## src/rtl/definitions.sv

```systemverilog
// Opcode encodings shared by the control unit and its benches.
// Values 8..15 are unassigned and decode as generic ALU ops.
package definitions;

  localparam int OP_WIDTH = 4;

  localparam logic [OP_WIDTH-1:0] ADDi  = 4'h0;
  localparam logic [OP_WIDTH-1:0] STRm  = 4'h1;
  localparam logic [OP_WIDTH-1:0] LDR   = 4'h2;
  localparam logic [OP_WIDTH-1:0] Badd  = 4'h3;
  localparam logic [OP_WIDTH-1:0] Bsub  = 4'h4;
  localparam logic [OP_WIDTH-1:0] CMP   = 4'h5;
  localparam logic [OP_WIDTH-1:0] STOP  = 4'h6;
  localparam logic [OP_WIDTH-1:0] Label = 4'h7;

endpackage

```

## src/rtl/ctrl_sequencer_if.sv

```systemverilog
// Control unit bundle: program/instruction inputs and datapath strobes.
// master = instruction source side, slave = ctrl_sequencer.
interface ctrl_sequencer_if #(
  parameter int INSTR_W = 9,
  parameter int PC_W    = 10
);
  logic               Start;
  logic [INSTR_W-1:0] Instruction;
  logic               BrCond;
  logic               PCEn;
  logic               BaddEn;
  logic               BsubEn;
  logic               Immediate_Reg;
  logic               RegWrEn;
  logic               MemWrEn;
  logic               LoadInst;
  logic               Stall;
  logic               Ack;
  logic [PC_W-1:0]    PCTarg;

  modport master (
    output Start, Instruction, BrCond,
    input  PCEn, BaddEn, BsubEn, Immediate_Reg,
    input  RegWrEn, MemWrEn, LoadInst, Stall,
    input  Ack, PCTarg
  );

  modport slave (
    input  Start, Instruction, BrCond,
    output PCEn, BaddEn, BsubEn, Immediate_Reg,
    output RegWrEn, MemWrEn, LoadInst, Stall,
    output Ack, PCTarg
  );
endinterface

```

## src/rtl/ctrl_sequencer.sv

```systemverilog
// Opcode decoder plus sequencing FSM: Start/Ack handshake,
// multi-cycle load stalls and post-branch flush cycles.
module ctrl_sequencer
  import definitions::*;
#(
  parameter int INSTR_W     = 9,
  parameter int OP_W        = 4,
  parameter int PC_W        = 10,
  parameter int TARG_W      = 5,
  parameter bit TARG_SIGNED = 1'b0,
  parameter int LOAD_LAT    = 1,
  parameter int BR_FLUSH    = 1
) (
  input logic            Clk,
  input logic            Reset,
  ctrl_sequencer_if.slave bus
);

  typedef enum logic [2:0] {
    IDLE, RUN, LDWAIT, FLUSH, HALT
  } state_t;

  localparam bit LD_MULTI = (LOAD_LAT > 0);
  localparam bit BR_DEAD  = (BR_FLUSH > 0);

  state_t          state, state_n;
  logic [3:0]      cnt, cnt_n;
  logic            ack;
  logic [OP_W-1:0] op;

  logic pcen, badd, bsub, imm;
  logic regwr, memwr, ldi, stall;

  assign op = bus.Instruction[INSTR_W-1 -: OP_W];

  // State, stall counter and registered Ack.
  always_ff @(posedge Clk or posedge Reset) begin
    if (Reset) begin
      state <= IDLE;
      cnt   <= '0;
      ack   <= 1'b0;
    end else begin
      state <= state_n;
      cnt   <= cnt_n;
      ack   <= (state_n == HALT);
    end
  end

  // Next state and strobes; strobes are zero unless the state enables them.
  always_comb begin
    state_n = state;
    cnt_n   = cnt;
    pcen    = 1'b0;
    badd    = 1'b0;
    bsub    = 1'b0;
    imm     = 1'b0;
    regwr   = 1'b0;
    memwr   = 1'b0;
    ldi     = 1'b0;
    stall   = 1'b0;
    unique case (state)
      IDLE: begin
        if (bus.Start) state_n = RUN;
      end
      RUN: begin
        unique case (1'b1)
          (op == ADDi): begin
            imm   = 1'b1;
            regwr = 1'b1;
            pcen  = 1'b1;
          end
          (op == STRm): begin
            memwr = 1'b1;
            pcen  = 1'b1;
          end
          (op == LDR): begin
            if (LD_MULTI) begin
              cnt_n   = 4'(LOAD_LAT);
              state_n = LDWAIT;
            end else begin
              ldi   = 1'b1;
              regwr = 1'b1;
              pcen  = 1'b1;
            end
          end
          (op == Badd),
          (op == Bsub): begin
            pcen = 1'b1;
            if (bus.BrCond) begin
              badd = (op == Badd);
              bsub = (op == Bsub);
              if (BR_DEAD) begin
                cnt_n   = 4'(BR_FLUSH);
                state_n = FLUSH;
              end
            end
          end
          (op == CMP),
          (op == Label): begin
            pcen = 1'b1;
          end
          (op == STOP): begin
            state_n = HALT;
          end
          default: begin
            regwr = 1'b1;
            pcen  = 1'b1;
          end
        endcase
      end
      LDWAIT: begin
        stall = 1'b1;
        ldi   = 1'b1;
        cnt_n = cnt - 4'd1;
        if (cnt <= 4'd1) begin
          regwr   = 1'b1;
          pcen    = 1'b1;
          state_n = RUN;
        end
      end
      FLUSH: begin
        stall = 1'b1;
        cnt_n = cnt - 4'd1;
        if (cnt <= 4'd1) state_n = RUN;
      end
      HALT: begin
        if (bus.Start) state_n = RUN;
      end
      default: state_n = IDLE;
    endcase
  end

  assign bus.PCEn          = pcen;
  assign bus.BaddEn        = badd;
  assign bus.BsubEn        = bsub;
  assign bus.Immediate_Reg = imm;
  assign bus.RegWrEn       = regwr;
  assign bus.MemWrEn       = memwr;
  assign bus.LoadInst      = ldi;
  assign bus.Stall         = stall;
  assign bus.Ack           = ack;

  generate
    if (TARG_W >= PC_W) begin : g_trunc
      assign bus.PCTarg = bus.Instruction[PC_W-1:0];
    end else begin : g_ext
      logic fill;
      assign fill = TARG_SIGNED & bus.Instruction[TARG_W-1];
      assign bus.PCTarg = {{(PC_W-TARG_W){fill}},
                           bus.Instruction[TARG_W-1:0]};
    end
  endgenerate

endmodule

```

## src/flat_wrapper.sv

```systemverilog
// flat-port wrapper written by rule: the top's interface ports become plain ports
module ctrl_sequencer_flat import definitions::*;
#(
  parameter int INSTR_W     = 9,
  parameter int OP_W        = 4,
  parameter int PC_W        = 10,
  parameter int TARG_W      = 5,
  parameter bit TARG_SIGNED = 1'b0,
  parameter int LOAD_LAT    = 1,
  parameter int BR_FLUSH    = 1
)
  (Clk, Reset, bus_Start, bus_Instruction, bus_BrCond, bus_PCEn, bus_BaddEn, bus_BsubEn, bus_Immediate_Reg, bus_RegWrEn, bus_MemWrEn, bus_LoadInst, bus_Stall, bus_Ack, bus_PCTarg);
  ctrl_sequencer_if #(.INSTR_W(INSTR_W), .PC_W(PC_W)) bus_i ();
  input logic Clk;
  input logic Reset;
  input wire logic [$bits(bus_i.Start)-1:0] bus_Start;
  input wire logic [$bits(bus_i.Instruction)-1:0] bus_Instruction;
  input wire logic [$bits(bus_i.BrCond)-1:0] bus_BrCond;
  output wire logic [$bits(bus_i.PCEn)-1:0] bus_PCEn;
  output wire logic [$bits(bus_i.BaddEn)-1:0] bus_BaddEn;
  output wire logic [$bits(bus_i.BsubEn)-1:0] bus_BsubEn;
  output wire logic [$bits(bus_i.Immediate_Reg)-1:0] bus_Immediate_Reg;
  output wire logic [$bits(bus_i.RegWrEn)-1:0] bus_RegWrEn;
  output wire logic [$bits(bus_i.MemWrEn)-1:0] bus_MemWrEn;
  output wire logic [$bits(bus_i.LoadInst)-1:0] bus_LoadInst;
  output wire logic [$bits(bus_i.Stall)-1:0] bus_Stall;
  output wire logic [$bits(bus_i.Ack)-1:0] bus_Ack;
  output wire logic [$bits(bus_i.PCTarg)-1:0] bus_PCTarg;
  assign bus_i.Start = bus_Start;
  assign bus_i.Instruction = bus_Instruction;
  assign bus_i.BrCond = bus_BrCond;
  assign bus_PCEn = bus_i.PCEn;
  assign bus_BaddEn = bus_i.BaddEn;
  assign bus_BsubEn = bus_i.BsubEn;
  assign bus_Immediate_Reg = bus_i.Immediate_Reg;
  assign bus_RegWrEn = bus_i.RegWrEn;
  assign bus_MemWrEn = bus_i.MemWrEn;
  assign bus_LoadInst = bus_i.LoadInst;
  assign bus_Stall = bus_i.Stall;
  assign bus_Ack = bus_i.Ack;
  assign bus_PCTarg = bus_i.PCTarg;
  ctrl_sequencer #(.INSTR_W(INSTR_W), .OP_W(OP_W), .PC_W(PC_W), .TARG_W(TARG_W), .TARG_SIGNED(TARG_SIGNED), .LOAD_LAT(LOAD_LAT), .BR_FLUSH(BR_FLUSH)) u_core (.Clk(Clk), .Reset(Reset), .bus(bus_i));
endmodule
```

## config.mk

```make
export PLATFORM = sky130hd
export DESIGN_NAME = ctrl_sequencer_flat
export DESIGN_NICKNAME = d
export VERILOG_FILES = /design/src/rtl/definitions.sv /design/src/rtl/ctrl_sequencer_if.sv /design/src/rtl/ctrl_sequencer.sv /design/src/flat_wrapper.sv
export SDC_FILE = /design/constraint.sdc
export NUM_CORES = 1
export LEC_CHECK = 0
export CAP_MARGIN = 20
export CORE_UTILIZATION = 40
export DETAILED_ROUTE_END_ITERATION = 10
export GPL_ROUTABILITY_DRIVEN = 0
export PLACE_DENSITY = 0.89
export SLEW_MARGIN = 15
export SYNTH_ARGS = -nofsm -noshare
export SYNTH_HDL_FRONTEND = slang
export SYNTH_SLANG_ARGS = --single-unit
```

## constraint.sdc

```tcl
create_clock -name Clk -period 4.8 [get_ports Clk]
set_clock_uncertainty 0.05 [all_clocks]
set_input_delay 0.72 -clock Clk [delete_from_list [all_inputs] [get_ports Clk]]
set_output_delay 0.72 -clock Clk [all_outputs]
set_load 0.02 [all_outputs]
```

== Yosys cells after proc, flatten, opt, wreduce, memory -nomap -nowiden ==
Index checks and enable logic that the tools add are counted.

* Word-level logic and storage cells: 53
* Register bits after elaboration: 8
* Input bits: 13
* Output and inout bits: 19

* $lt $le $gt $ge: 1
* Multiplexer cells: 25
* Add/sub/neg operators: 1
* Eq/ne operators: 14
* Reduce and logical (&&, ||, !) cells: 9

{| class="wikitable"
|+ Operators with widths
! kind !! number
|-
| 3-bit one-hot mux with 3 select lines || 2
|-
| 4-bit by 3-bit equality test with 1-bit output (second input constant) || 4
|-
| 4-bit one-hot mux with 2 select lines || 2
|-
| 1-bit two-way mux || 15
|-
| 3-bit two-way mux || 3
|-
| 4-bit by 2-bit equality test with 1-bit output (second input constant) || 2
|-
| 2-bit OR reduction || 4
|-
| 7-bit OR reduction || 1
|-
| 3-bit by 2-bit equality test with 1-bit output (second input constant) || 2
|-
| 3-bit equality test (second input constant) || 2
|-
| 4-bit by 1-bit equality test with 1-bit output (second input constant) || 1
|-
| 4-bit by 1-bit <= comparator with 1-bit output (second input constant) || 1
|-
| 4-bit zero test || 1
|-
| 4-bit two-way mux || 1
|-
| 1-bit one-hot mux with 2 select lines || 2
|-
| 4-bit by 1-bit subtractor with 4-bit output (second input constant) || 1
|-
| 3-bit by 1-bit equality test with 1-bit output (second input constant) || 1
|-
| 3-bit zero test || 1
|-
| 3-bit by 1-bit != test with 1-bit output (second input constant) || 1
|-
| 3-bit != test (second input constant) || 1
|-
| 3-bit AND reduction || 1
|-
| 2-bit nonzero test || 1
|}

== Longest topological paths before layout ==
Gate-level depths: netlist of the first run.

* Depth after elaboration: 5
* Gate-level depth with buffers: 6
* Mapped depth without buffers: 6

== Worst setup path after synthesis of the first run ==
Ideal clock, no wire load.

* Kind: input to output
* Start: in bus_Instruction[8]
* End: out bus_Immediate_Reg
* Setup slack: 2.179 ns
* Path buffers: 0
* Stages: 2
* Data required time: 4.030 ns
* Data arrival time: 1.851 ns
* Cells stage by stage: or4b_4 nor4_1

* Word-level cells in the longest chain between the ends: 3

{| class="wikitable"
|+ RTL lines
! element !! RTL line !! RTL
|-
| from (decl) || flat_wrapper.sv:17 || <nowiki>input wire logic [$bits(bus_i.Instruction)-1:0] bus_Instruction;</nowiki>
|-
| 4-bit zero test || ctrl_sequencer.sv:67 || <nowiki>(op == ADDi): begin</nowiki>
|-
| 1-bit two-way mux || ctrl_sequencer.sv:66 || <nowiki>unique case (1'b1)</nowiki>
|-
| 1-bit two-way mux || ctrl_sequencer.sv:61 || <nowiki>unique case (state)</nowiki>
|-
| to (decl) || flat_wrapper.sv:22 || <nowiki>output wire logic [$bits(bus_i.Immediate_Reg)-1:0] bus_Immediate_Reg;</nowiki>
|}

No other way between the ends.

== Final worst setup path of the first run ==
* Start: in bus_Instruction[8]
* End: out bus_BaddEn

* Word-level cells in the longest chain between the ends: 4
* Elaborated cells on any way between the ends: 6
* Classes of those cells: 2 x eq/ne; 3 x mux; 1 x reduce/logical

{| class="wikitable"
|+ RTL lines
! element !! RTL line !! RTL
|-
| 4-bit by 2-bit equality test with 1-bit output or 4-bit by 3-bit equality test with 1-bit output (tied branches) || ctrl_sequencer.sv:86, ctrl_sequencer.sv:90, ctrl_sequencer.sv:87 ||
|-
| 1-bit two-way mux or 2-bit OR reduction (tied branches) || ctrl_sequencer.sv:89, ctrl_sequencer.sv:66 ||
|-
| 1-bit two-way mux (*) || ctrl_sequencer.sv:66 ||
|-
| 1-bit two-way mux (*) || ctrl_sequencer.sv:61 ||
|-
| to (decl) || flat_wrapper.sv:20 || <nowiki>output wire logic [$bits(bus_i.BaddEn)-1:0] bus_BaddEn;</nowiki>
|}

Mark *: on every way between the ends. The rest lies on a longest branch, timed or not.

==> impl_metrics.toml, run 1 <==
[synth]
postSynthCellCount = 79
synth_top_area_share_pct = 30.7
synth_most_common_cell = "nor2_1"
synthTopCellsByCount = "11 x nor2_1, 10 x buf_4, 8 x dfrtp_1, 6 x a21oi_1, 5 x nand2_1"
synth-edff-count = 0
yosys.area.top_type = "dfrtp_1"
synth_area_leaders = "dfrtp_1 31%, buf_4 12%, nor2_1 6.3%, a21oi_1 4.6%, ha_1 3.8%"
ys_seq_elements = 8
yosysWarnings = 0
ys_async_sr_fraction_pct = 100
ys.flop_type = "dfrtp_1"
synth.cell_area_sq_um = 652
synthDistinctLibCells = 31
yosysSeqAreaShare_pct = 30.7
avgSynthCellArea_sq_um = 8.25

[power_and_ir_drop]
vdd_ir_drop_max_mv = 0.296
clkPwrFrac_pct = 13.0
p_switching_uw = 159
power.share.switching_pct = 41.4
leakage_uw = 0.000344
p_per_area_mw_per_mm2 = 493
pwr-share-comb_pct = 52.9
cellInternalPower_uw = 225
seqPwrFrac_pct = 34.1

[critical_path]
reg2regPathDepth = 4
arrival_ps = 2620
path_class = "in2out"
cp_max_fo = 5
r2r_end = "u_core.cnt[3]"
cp-end-kind = "primary output"
crit_path_start = "bus_Instruction[8]"
regToRegSetupSlack_ps = 3200
required_ps = 4030
rr_startpoint = "u_core.state[2]"
start_kind = "primary input"

[final_layout]
final_cells = 106
nFillCells = 154
final_area_sq_um = 778
antenna_cells = 0
fin_nets = 107
synthToLayoutAreaGrowth_pct = 19.4
drive_above_1_share_pct = 8.89

[clock_network]
root_buffer = "clkbuf_4"
cts_sinks = 8
cts-hold-fix-buffers = 0
clock_path_buffers = 2
clk_pin_slew_worst_paths_ps = 50
htree_levels = 1
cts_resized = 0
postCtsSetupBuffers = 0
cts_buffers = 3
cts_tree = "done"
clk_latency_ps = 240

[worst_hold_path]
hold_class = "reg2reg"
min_from = "u_core.cnt[1]"
whs_endpoint = "u_core.cnt[1]"
min_path_cells = 2

[global_routing]
grt_pass1_vias = 520
grt_pass1_wl_mm = 2.19
antenna_found_initial = 0
grt.total_usage_pct = 15.4
overflow = 0
grt_max_degree = 13

[timing]
slew_violations = 0
layout_setup_ws_ps = 1410
timing.final.hold_violations = 0
fin_crit_sh_pct = 70.6
finalCriticalPeriod_ps = 3390
holdWs_ps = 488
fin_setup_tns_ps = 0
rsz0062_at_grt = "no"
clock.fmax_ghz = 0.295
final-setup-viol-count = 0

[floorplan]
ios = 32
fp.dieW_um = 42.4
row_count = 14
die_y_um = 42.4
core_area_sq_mm = 0.00151
dieArea_sq_mm = 0.00180
start_util_pct = 43.3

[place]
dp_slack_ps = 1410
dpl.hpwl_um = 977
place_area_sq_um = 756
port_buffers = 16
dp_cells = 103

[route]
dr_total_vias = 549
drc = 0
antenna_left = 0
first_pass_iters = 4
vias_per_cell = 5.18
drt_iter0_drc = 4
drt-total-wl_mm = 1.25
avgRoutedWirePerCell_um = 11.8

[job]
drv_cap = 0

[outcome]
status = "finished, final reports clean"
registers in the layout (all words and copies together), names as in the netlist:
register	count
u_core.state	3
u_core.cnt	4
u_core.bus.Ack	1
critical path, cell delays in order:
cell             delay [ps]
clkdlybuf4s50_1         490
or4b_4                  530
nor2_2                   90
nand2_1                  70
nor2_1                  110
clkdlybuf4s50_1         600
kinds of logic after synthesis:
kind of cell             synth area share [%]
buffers and inverters                    16.3
AO/OA/AOI/OAI                            13.2
adder cells (fa/ha/maj)                  3.84
multiplexers                             4.99
AND/OR/NAND/NOR                          30.3
other                                   0.575
flip-flops                               30.7
per-layer routing:
layer / vias to the layer above / wire length (um) / GRT usage [%]
li1: 278 / - / -
met1: 254 / 560 / 20.8
met2: 17 / 605 / 24.9
met3: 0 / 83 / 3.02
met4: 0 / 0 / 4.38
met5: - / 0 / 0
cell type report:
| type | instances | area (sq um) | share of cell area [%] |
|---|---|---|---|
| Clock buffer | 3 | 22.5 | 2.89 |
| Inverter | 4 | 15.0 | 1.93 |
| Multi-Input combinational cell | 59 | 360 | 46.3 |
| Sequential cell | 8 | 200 | 25.7 |
| Tap cell | 16 | 20.0 | 2.57 |
| Timing Repair Buffer | 16 | 160 | 20.6 |
placed cells by master (no fill, tap or decap), types with 2 or more instances in the layout:
cell type / netlist / final
clkdlybuf4s50_1: 0 / 16
nor2_1: 11 / 11
dfrtp_1: 8 / 8
a21oi_1: 6 / 6
nand2_1: 5 / 5
conb_1: 1 / 5
inv_1: 4 / 4
o21ai_1: 3 / 3
nor3_1: 3 / 3
clkbuf_4: 0 / 3
nand2b_1: 2 / 2
nor2b_1: 2 / 2
mux2_2: 2 / 2
o21ai_0: 2 / 2
nor4_1: 2 / 2
ha_1: 2 / 2
power by group through the flow:
stage	clock, uW	sequential (uW)	combinational (uW)
after detailed placement	0	132	204
after floorplan	0	115	169
after CTS	52.9	131	205
after global placement	0	130	197
after global routing	55.7	137	227
final	49.9	131	203
how the worst max path moves through the flow:
stage	to	slack [ps]
4_1_cts	bus_BaddEn	1400
3_5_place_dp	bus_BaddEn	1410
3_3_place_gp	bus_BaddEn	1450
2_1_floorplan	bus_Immediate_Reg	2180
6_report	bus_BaddEn	1410
5_1_grt	bus_BaddEn	1310
metrics by stage:
stage               utilization, %  total power (uW)
floorplan                        -               284
global placement              50.2               328
detailed placement            50.2               336
CTS                           51.7               389
global route                  51.7               420
finish                        51.7               384
(Power assumes the default switching activity.)
==> run 2, diff against run 1 <==
- CORE_UTILIZATION: 40 -> 39
- PLACE_DENSITY: 0.89 -> 0.87
- clock period: 4.8 -> 3.2 ns (I/O delays scaled with it)
==> impl_metrics.toml, run 2 (synthesis gave the netlist of run 1 again) <==
[outcome]
status = "finished, final reports clean"

[clock_network]
clk_latency_ps = 250
clk_pin_slew_worst_paths_ps = 60
cts_tree = "done"
clock_path_buffers = 2
htree_levels = 1
cts_resized = 0
cts_sinks = 8
root_buffer = "clkbuf_4"
postCtsSetupBuffers = 0
cts-hold-fix-buffers = 0
cts_buffers = 3

[job]
drv_cap = 0

[global_routing]
grt_pass1_wl_mm = 2.42
grt_pass1_vias = 582
grt_max_degree = 13
antenna_found_initial = 0
overflow = 0
grt.total_usage_pct = 17.2

[critical_path]
arrival_ps = 2510
reg2regPathDepth = 6
cp-end-kind = "primary output"
rr_startpoint = "u_core.cnt[0]"
start_kind = "register"
regToRegSetupSlack_ps = 1560
cp_max_fo = 5
r2r_end = "u_core.state[0]"
path_class = "reg2out"
required_ps = 2670

[floorplan]
dieArea_sq_mm = 0.00184
start_util_pct = 42.3
fp.dieW_um = 42.9
ios = 32
die_y_um = 42.9
row_count = 14
core_area_sq_mm = 0.00154

[timing]
clock.fmax_ghz = 0.329
finalCriticalPeriod_ps = 3040
fin_setup_tns_ps = 0
slew_violations = 0
final-setup-viol-count = 0
fin_crit_sh_pct = 95.0
timing.final.hold_violations = 0
rsz0062_at_grt = "no"

[route]
drt_iter0_drc = 7
first_pass_iters = 4
vias_per_cell = 5.33
antenna_left = 0
avgRoutedWirePerCell_um = 12.8
drt-total-wl_mm = 1.37
drc = 0
dr_total_vias = 570

[final_layout]
largest_reg_flops = 4
regMostFlops = "u_core.cnt"
final_cells = 107
synthToLayoutAreaGrowth_pct = 20.5
final_common_cell = "clkdlybuf4s50_1"
antenna_cells = 0
mostFrequentLayoutCells = "16 x clkdlybuf4s50_1, 11 x nor2_1, 8 x dfrtp_1"
fin_nets = 108
final_util_pct = 51.0
nFillCells = 147
drive_above_1_share_pct = 9.89

[place]
dpl.hpwl_mm = 1.08
port_buffers = 16
dp_cells = 104

[worst_hold_path]
hold_class = "in2async"

[power_and_ir_drop]
leakage_uw = 0.000350
vdd_ir_drop_max_mv = 0.446
p_per_area_mw_per_mm2 = 745
## run 2: cell types whose count changed in the layout (fill, tap and decap cells not counted)
| cell | before | now |
|---|---|---|
| buf_4 | 0 | 1 |
## run 2: stage by stage
| step | power [uW] | hold slack, ps | instance area (sq um) | setup slack, ps |
|---|---|---|---|---|
| 4_1_cts | 587 | 436 | 786 | 148 |
| 6_report | 585 | 429 | 786 | 161 |
| 2_1_floorplan | 425 | 246 | 667 | 940 |
| 5_1_grt | 640 | 443 | 786 | 25.8 |
| 3_3_place_gp | 494 | 444 | 763 | 345 |
| 3_5_place_dp | 511 | 454 | 763 | 276 |
## run 2: critical path, stage by stage, from the launching register on
cell and delay (ps):
dfrtp_1 440, inv_1 80, ha_1 180, nor2_1 70, or4b_1 510, or2_1 250, a21oi_1 130, clkdlybuf4s50_1 610
## run 2: layout make-up
class / instances / area (sq um) / share of cell area [%]
Multi-Input combinational cell: 59 / 360 / 45.9
Sequential cell: 8 / 200 / 25.5
Timing Repair Buffer: 17 / 168 / 21.3
Clock buffer: 3 / 22.5 / 2.87
Tap cell: 16 / 20.0 / 2.55
Inverter: 4 / 15.0 / 1.91
## run 2: routing by layer
metal	part of all wire [%]	global-route usage (%)	vias up
li1	-	-	277
met1	44	21.9	268
met2	48	27.9	23
met3	6.9	3.40	2
met4	0.66	7.50	0
met5	0	0	-
## run 2: worst max-delay path by stage
stage                             startpoint           endpoint  slack, ps  depth (start not counted)
after global routing           u_core.cnt[0]           bus_PCEn         30                          7
after CTS                      u_core.cnt[0]        bus_RegWrEn        150                          7
final                          u_core.cnt[0]        bus_RegWrEn        160                          7
after global placement    bus_Instruction[8]         bus_BaddEn        350                          6
after floorplan                u_core.cnt[0]           bus_PCEn        940                          6
after detailed placement  bus_Instruction[8]  bus_Immediate_Reg        280                          4
## run 2: power by group
group	internal [uW]	switching (uW)	leakage, uW	total [uW]
logic	160	152	0.000234	312
registers	137	60.8	0.000102	198
clock network	42.8	32.3	0.0000138	75.1
==> run 3, diff against run 2 <==
--- a/config.mk
+++ b/config.mk
@@ -10,5 +10,5 @@
 export DETAILED_ROUTE_END_ITERATION = 10
 export GPL_ROUTABILITY_DRIVEN = 0
-export PLACE_DENSITY = 0.87
+export PLACE_DENSITY = 0.78
 export SLEW_MARGIN = 15
 export SYNTH_ARGS = -nofsm -noshare
--- a/constraint.sdc
+++ b/constraint.sdc
@@ -3,3 +3,3 @@
 set_input_delay 0.48 -clock Clk [delete_from_list [all_inputs] [get_ports Clk]]
 set_output_delay 0.48 -clock Clk [all_outputs]
-set_load 0.02 [all_outputs]
+set_load 0.1 [all_outputs]
==> impl_metrics.toml, run 3 (synthesis gave the netlist of run 1 again) <==
[place]
port_buffers = 16
dp_cells = 103
dp_slack_ps = 619
place_area_sq_um = 815
dpl.hpwl_mm = 1.04

[global_routing]
grt_pass1_wl_mm = 2.21
overflow = 0
grt_max_degree = 13
grt_pass1_vias = 500
grt.total_usage_pct = 16.2
antenna_found_initial = 0

[critical_path]
path_cells = "inv_1 > ha_1 > nor2_1 > or4b_1 > or2_1 > a21oi_1 > buf_12"
path_buf_inv = 2
arrival_ps = 2220
rr_startpoint = "u_core.cnt[0]"
crit_cells = 7
path_class = "reg2out"
path_delay_family = "simple AND/OR/NAND/NOR gates"
required_ps = 2670
r2r_end = "u_core.state[0]"
cp-end-kind = "primary output"
reg2regPathDepth = 6
critical_path.slowest_cell = "or4b_1"
start_kind = "register"
max_stage_delay_ps = 510
regToRegSetupSlack_ps = 1560
cp_max_fo = 5

[clock_network]
htree_levels = 1
cts-hold-fix-buffers = 0
clock_path_buffers = 2
cts_resized = 0
cts_tree = "done"
cts_buffers = 3
postCtsSetupBuffers = 0
clk_latency_ps = 260
root_buffer = "clkbuf_4"
cts_sinks = 8
clk_pin_slew_worst_paths_ps = 60

[timing]
layout_setup_ws_ps = 453
finalCriticalPeriod_ps = 2750
timing.final.hold_violations = 0
final-setup-viol-count = 0
slew_violations = 0
holdWs_ps = 412
rsz0062_at_grt = "no"
clock.fmax_ghz = 0.364
fin_crit_sh_pct = 85.9

[route]
drt_iter0_drc = 26
avgRoutedWirePerCell_um = 12.8
first_pass_iters = 4
drt-total-wl_mm = 1.36
vias_per_cell = 5.45
drc = 0
dr_total_vias = 578
antenna_left = 0

[final_layout]
regMostFlops = "u_core.cnt"
synthToLayoutAreaGrowth_pct = 28.4
largest_reg_flops = 4
mostFrequentLayoutCells = "11 x nor2_1, 8 x dfrtp_1, 7 x clkdlybuf4s50_1"
antenna_cells = 0
final_cells = 106
fin_nets = 107
final_common_cell = "nor2_1"
drive_above_1_share_pct = 20.0
final_area_sq_um = 837

[floorplan]
fp.dieW_um = 42.9
core_area_sq_mm = 0.00154
dieArea_sq_mm = 0.00184
start_util_pct = 42.3
ios = 32
row_count = 14
die_y_um = 42.9

[power_and_ir_drop]
vdd_ir_drop_max_mv = 0.517
p_per_area_mw_per_mm2 = 984
leakage_uw = 0.000380

[worst_hold_path]
hold_class = "in2async"

[outcome]
status = "finished, final reports clean"

[job]
drv_cap = 0
-- run 3: cell types whose count changed in the layout (fill, tap and decap cells not counted), sizes merged --
cell           before  now
clkdlybuf4s50      16    7
buf                 1    9
-- run 3: power breakdown --
| group | switching [uW] | internal (uW) |
|---|---|---|
| clock | 35.4 | 43.0 |
| sequential | 62.2 | 137 |
| combinational | 354 | 192 |
-- run 3: per-layer routing --
layer  global-route usage, %  up-vias  wire [um]
li1                        -      280          -
met1                    23.1      278        639
met2                    21.5       20        631
met3                    8.09        0         89
met4                    3.75        0          0
met5                       0        -          0
-- run 3: area by class of cell --
| cell class | count | area [sq um] |
|---|---|---|
| multi-input cells | 59 | 367 |
| inverters | 4 | 15.0 |
| well taps | 16 | 20.0 |
| flip-flops and latches | 8 | 200 |
| fillers | 147 | 704 |
| repair buffers | 16 | 213 |
| clock buffers | 3 | 22.5 |
-- run 3: how the worst max path moves through the flow --
stage,slack [ps],end,startpoint
after global placement,650,bus_BaddEn,bus_Instruction[8]
after global routing,370,bus_PCEn,u_core.cnt[1]
after floorplan,-180,bus_PCEn,u_core.cnt[0]
final,450,bus_PCEn,u_core.cnt[0]
after CTS,470,bus_RegWrEn,u_core.cnt[1]
after detailed placement,620,bus_BaddEn,bus_Instruction[8]
-- run 3: metrics by stage --
stage	util, %	setup TNS, ps	total power [uW]
finish	54.3	0	823
global route	54.3	0	870
CTS	54.3	0	823
detailed placement	52.8	0	743
global placement	52.8	0	734
floorplan	-	-372	641
